--- src/rtl/pwm_comp_deadtime.sv ---
// Complementary PWM generator with programmable period, duty and dead time.
// Period/duty/dead-time changes are double-buffered and only take effect at
// period wrap (or whenever the block is disabled). A latched fault forces
// both gate commands off until the block is disabled with the fault gone.
module pwm_comp_deadtime #(
    parameter int CNT_W   = 8,
    parameter int DT_W    = 6,
    parameter int DEF_PER = 255,
    parameter int DEF_DT  = 4
) (
    input  logic             clk,
    input  logic             rst,
    input  logic             ena,
    input  logic             load,
    input  logic [CNT_W-1:0] duty_in,
    input  logic [CNT_W-1:0] per_in,
    input  logic [DT_W-1:0]  dt_in,
    input  logic             flt,
    output logic             hi_out,
    output logic             lo_out,
    output logic             per_start,
    output logic             upd_done,
    output logic             fault
);

    localparam logic [CNT_W-1:0] DEF_PER_V = CNT_W'(DEF_PER);
    localparam logic [DT_W-1:0]  DEF_DT_V  = DT_W'(DEF_DT);
    localparam logic [DT_W-1:0]  DT_ONE    = DT_W'(1);

    typedef struct packed {
        logic [CNT_W-1:0] duty;
        logic [CNT_W-1:0] per;
        logic [DT_W-1:0]  dt;
    } cfg_t;

    typedef enum logic [1:0] {S_OFF, S_HI, S_LO, S_DEAD} state_t;

    cfg_t             act;
    cfg_t             pnd;
    cfg_t             in_cfg;
    logic             pend;
    logic [CNT_W-1:0] cnt;
    logic             run;
    logic             wrap;
    logic             apply;
    logic             raw;
    logic             kill;

    state_t           state;
    state_t           state_nxt;
    logic             tgt;
    logic             tgt_nxt;
    logic [DT_W-1:0]  dtc;
    logic [DT_W-1:0]  dtc_nxt;

    assign in_cfg    = '{duty: duty_in, per: per_in, dt: dt_in};
    assign run       = ena & ~fault;
    assign wrap      = run & (cnt == act.per);
    // While disabled nothing is being switched, so updates can land any cycle.
    assign apply     = wrap | ~ena;
    // duty > per naturally yields 100% since cnt never exceeds per.
    assign raw       = (cnt < act.duty);
    assign per_start = run & (cnt == '0);
    // flt is included so the outputs drop on the same edge the fault latches.
    assign kill      = ~ena | fault | flt;

    // Period counter: free-runs 0..per while running, parked at 0 otherwise.
    always_ff @(posedge clk or posedge rst) begin
        if (rst)
            cnt <= '0;
        else if (run)
            cnt <= (cnt == act.per) ? '0 : cnt + 1'b1;
        else
            cnt <= '0;
    end

    // Double-buffered configuration: a load in the apply cycle bypasses the
    // pending buffer so the freshest values always win.
    always_ff @(posedge clk or posedge rst) begin
        if (rst) begin
            act      <= '{duty: '0, per: DEF_PER_V, dt: DEF_DT_V};
            pnd      <= '0;
            pend     <= 1'b0;
            upd_done <= 1'b0;
        end else begin
            upd_done <= apply & (load | pend);
            if (load)
                pnd <= in_cfg;
            if (apply) begin
                if (load)
                    act <= in_cfg;
                else if (pend)
                    act <= pnd;
                pend <= 1'b0;
            end else if (load) begin
                pend <= 1'b1;
            end
        end
    end

    // Fault latch: set by flt, cleared only by disabling with flt quiet.
    always_ff @(posedge clk or posedge rst) begin
        if (rst)
            fault <= 1'b0;
        else if (flt)
            fault <= 1'b1;
        else if (~ena)
            fault <= 1'b0;
    end

    // Switch-state register plus registered gate commands.
    always_ff @(posedge clk or posedge rst) begin
        if (rst) begin
            state  <= S_OFF;
            tgt    <= 1'b0;
            dtc    <= '0;
            hi_out <= 1'b0;
            lo_out <= 1'b0;
        end else begin
            state  <= state_nxt;
            tgt    <= tgt_nxt;
            dtc    <= dtc_nxt;
            hi_out <= (state_nxt == S_HI);
            lo_out <= (state_nxt == S_LO);
        end
    end

    // Next-state: every transition between sides passes through DEAD, and a
    // raw change during DEAD restarts the dead-time count toward the new side.
    always_comb begin
        state_nxt = state;
        tgt_nxt   = tgt;
        dtc_nxt   = dtc;
        if (kill) begin
            state_nxt = S_OFF;
        end else begin
            case (state)
                S_OFF: begin
                    state_nxt = S_DEAD;
                    tgt_nxt   = raw;
                    dtc_nxt   = act.dt;
                end
                S_HI: begin
                    if (!raw) begin
                        state_nxt = S_DEAD;
                        tgt_nxt   = 1'b0;
                        dtc_nxt   = act.dt;
                    end
                end
                S_LO: begin
                    if (raw) begin
                        state_nxt = S_DEAD;
                        tgt_nxt   = 1'b1;
                        dtc_nxt   = act.dt;
                    end
                end
                S_DEAD: begin
                    if (raw != tgt) begin
                        tgt_nxt = raw;
                        dtc_nxt = act.dt;
                    end else if (dtc <= DT_ONE) begin
                        state_nxt = tgt ? S_HI : S_LO;
                    end else begin
                        dtc_nxt = dtc - DT_ONE;
                    end
                end
                default: state_nxt = S_OFF;
            endcase
        end
    end

endmodule

--- config.mk ---
export PLATFORM = sky130hd
export DESIGN_NAME = pwm_comp_deadtime
export DESIGN_NICKNAME = d
export VERILOG_FILES = /design/src/rtl/pwm_comp_deadtime.sv
export SDC_FILE = /design/constraint.sdc
export NUM_CORES = 1
export LEC_CHECK = 0
export ABC_AREA = 1
export BUFFER_PORTS_ARGS = -buffer_cell sky130_fd_sc_hd__buf_2
export CORE_MARGIN = 8
export CORE_UTILIZATION = 60
export CTS_BUF_LIST = sky130_fd_sc_hd__clkbuf_8
export DETAILED_ROUTE_END_ITERATION = 8
export GPL_ROUTABILITY_DRIVEN = 0
export PLACE_DENSITY = 0.85
export SLEW_MARGIN = 30
export SYNTH_ARGS = -nofsm -noshare
export SYNTH_HDL_FRONTEND = slang
export SYNTH_SLANG_ARGS = --single-unit
--- constraint.sdc ---
create_clock -name clk -period 2.35 [get_ports clk]
set_input_delay 0 -clock clk [delete_from_list [all_inputs] [get_ports clk]]
set_output_delay 0 -clock clk [all_outputs]
set_load 0.03 [all_outputs]
==> impl_metrics.env <==
export IMPL_status="finished clean"
export IMPL_synth_top_family_by_area="simple AND/OR/NAND/NOR gates"
export IMPL_netSwitchingFraction=0.301
export IMPL_setup_worst_path_start_class="register"
export IMPL_worstSetupPathType="reg -> reg"
export IMPL_hold_viol_final=0
export IMPL_synth_xor_area_frac=0.0334
export IMPL_p_leak_nw=2.12
export IMPL_cts_root_buf="clkbuf_8"
export IMPL_synth_most_common_cell="nand2_1"
export IMPL_die_w_um=91.0
export IMPL_yosysTopAreaCell="dfrtp_1"
export IMPL_start_util=0.617
export IMPL_multi_input_area_mm2=0.00147
export IMPL_pin_count=32
export IMPL_finalPower_mw=2.90
export IMPL_antenna_found_initial=0
export IMPL_numCtsBuffers=9
export IMPL_netlist_area_mm2=0.00337
export IMPL_final_util=0.733
export IMPL_cts_tree="done"
export IMPL_dieArea_mm2=0.00828
export IMPL_io_buffers=31
export IMPL_use_met3=0.0420
export IMPL_vias_per_cell=4.96
export IMPL_muxShareOfSynthArea=0
export IMPL_grt_busiest_layer="met2"
export IMPL_hold_path_class="in -> reg"
export IMPL_power_switching_mw=0.873
export IMPL_slew_limit_headroom=0.502
export IMPL_yosys_area_share_simple=0.301
export IMPL_use_met2=0.299
export IMPL_r2r_cells=12
export IMPL_vias=2656
export IMPL_nets=501
export IMPL_finalSetupViolations=0
export IMPL_synth_top_cells_by_area="dfrtp_1, nand2_1, dfstp_2"
export IMPL_syn_avg_cell_area_um2=8.44
export IMPL_firstDrtPassIters=4
export IMPL_route_detailed_drc=0
export IMPL_finalInstanceArea_mm2=0.00401
export IMPL_required_ps=2580
export IMPL_p_comb_frac=0.205
export IMPL_critPathMaxFanout=8
export IMPL_ys_top_cells_by_count="nand2_1, dfrtp_1, inv_1"
export IMPL_grtUsageTotal=0.181
export IMPL_clkTransAtPathRegs_ps=70
export IMPL_placed_area_mm2=0.00356
export IMPL_ant_nets=0
export IMPL_vdd_ir_drop_worst_mv=0.427
export IMPL_async_flop_share=1.00
export IMPL_core_mm2=0.00547
export IMPL_drt_initial_drc_count=214
export IMPL_maxSlewViolCount=0
export IMPL_use_met1=0.217
export IMPL_worstHoldPathCells=3
export IMPL_pwr_density_cell_mw_per_mm2=724
export IMPL_clkPwrFrac=0.323
export IMPL_routedWlPerCell_um=13.1
export IMPL_syn_num_nets=442
export IMPL_crit_path_end_kind="register"
export IMPL_hpwl_mm=4.69
export IMPL_clockBufferDepth=2
export IMPL_drive_above_1_share=0.205
export IMPL_worst_slew_pin_transition_ps=746
export IMPL_fin_skew_ps=11.3
export IMPL_cts_setup_buffers=0
export IMPL_yosysSeqAreaShare=0.493
export IMPL_period_minus_slack_ps=2040
export IMPL_holdCritStartpoint="load"
export IMPL_htreeDepth=3
export IMPL_ys_seq_elements=66
export IMPL_rsz0062_at_grt="false"
export IMPL_ys_flop_type="dfrtp_1"
export IMPL_synth_warnings=0
export IMPL_crit_start="cnt[7]"
export IMPL_dieHeight_um=91.0
export IMPL_cp_arrival_ps=2270
export IMPL_netlist_cell_type_count=35
export IMPL_synth_adder_area_share=0.0556
export IMPL_n_antenna_cell=0
export IMPL_clk_latency_ps=340
export IMPL_grt_ovfl_total=0
export IMPL_drv_cap=0
export IMPL_seq_power_share=0.472
export IMPL_synth_compound_area_frac=0.0460
export IMPL_timing_rr_start="cnt[7]"
export IMPL_regArea_mm2=0.00166
export IMPL_min_period_over_period=0.870
export IMPL_std_cell_rows=27
export IMPL_fillers=403
export IMPL_grt_pass1_vias=2767
export IMPL_power_internal_mw=2.03
export IMPL_synth_edf_count=0
export IMPL_grt_max_degree=67
export IMPL_grt_first_pass_wirelength_mm=12.2
export IMPL_max_freq_ghz=0.489
export IMPL_synth_top_area_frac=0.423
export IMPL_wirelength_mm=7.05
export IMPL_fin_tns_setup_ps=0
export IMPL_area_growth_pct=18.9
export IMPL_cts_sinks=66
export IMPL_synth_cells=400
cells in the final DEF, fill, tap and decap left out, types with 2 or more instances in the layout:
cell / n
buf_2: 31
clkinv_2: 3
dlygate4sd3_1: 26
inv_1: 34
nand3_2: 2
nor3_1: 4
nand4_1: 10
a21oi_1: 5
nand2_1: 163
inv_2: 4
ha_1: 15
nor2_1: 22
or2_0: 2
nand2_2: 17
dfstp_2: 9
xnor2_1: 4
clkbuf_8: 10
or2_2: 3
xor2_1: 7
dfrtp_1: 57
o21ai_1: 2
nand3_1: 10
o21ai_2: 7
o21ai_4: 2
cell type report:
class	count	area share
clock buffers	10	0.0343
clock inverters	6	0.0143
inverters	38	0.0368
multi-input cells	285	0.367
flip-flops and latches	66	0.415
well taps	72	0.0225
repair buffers	59	0.110
stage by stage:
step                      hold slack [ps]  instances  worst slack [ps]
after CTS                            26.6        536               332
after global placement               90.5        494               483
after floorplan                       105        400               562
final                                37.4        536               305
after detailed placement             95.1        494               356
after global routing                 49.6        536              95.8
worst max-delay path: stages, from the launching register on:
cell	delay (ps)
dfrtp_1	430
ha_1	320
nand2_1	80
inv_1	40
nor2_1	100
o21a_1	220
nand2_2	120
nand2_2	150
nand4_1	120
nand2_2	170
inv_2	80
nand2_1	60
nand2_1	50
logic make-up (layout without fill, tap and decap cells):
logic type	count (synthesis)	count (layout)
AO/OA/AOI/OAI	20	20
adder cells (fa/ha/maj)	15	15
XOR/XNOR	12	12
flip-flops	66	66
AND/OR/NAND/NOR	238	238
buffers and inverters	49	113
power by group through the flow:
stage          clock network, mW  logic, mW  registers, mW
6_report                   0.937      0.596           1.37
3_3_place_gp                   0      0.529           1.39
4_1_cts                    0.949      0.594           1.37
5_1_grt                     1.00      0.673           1.39
2_1_floorplan                  0      0.436           1.37
3_5_place_dp                   0      0.547           1.39
repair_timing:
item	in CTS	in global routing
gates resized for setup	0	0
hold buffers	26	0
endpoints found under the hold margin	97	0
state kept, by name, summed over array words and instances (netlist names), 2 cells and up:
register,cells
cnt,8
act,22
dtc,6
state,2
pnd,22
worst paths after layout:
path	end	slack, ps
worst min register to register	pnd[13]	470
min in group asynchronous	dtc[3]	270
worst min-delay path	pnd[1]	40
max in group asynchronous	act[7]	1730
worst max register to register	dtc[2]	310
worst max-delay path	dtc[2]	310
routing by layer:
layer	vias to the layer above	routed length [µm]
met5	-	0
li1	1359	-
met2	61	3400
met4	0	167
met3	15	320
met1	1221	3160
Power figures use the tool's default switching activity.
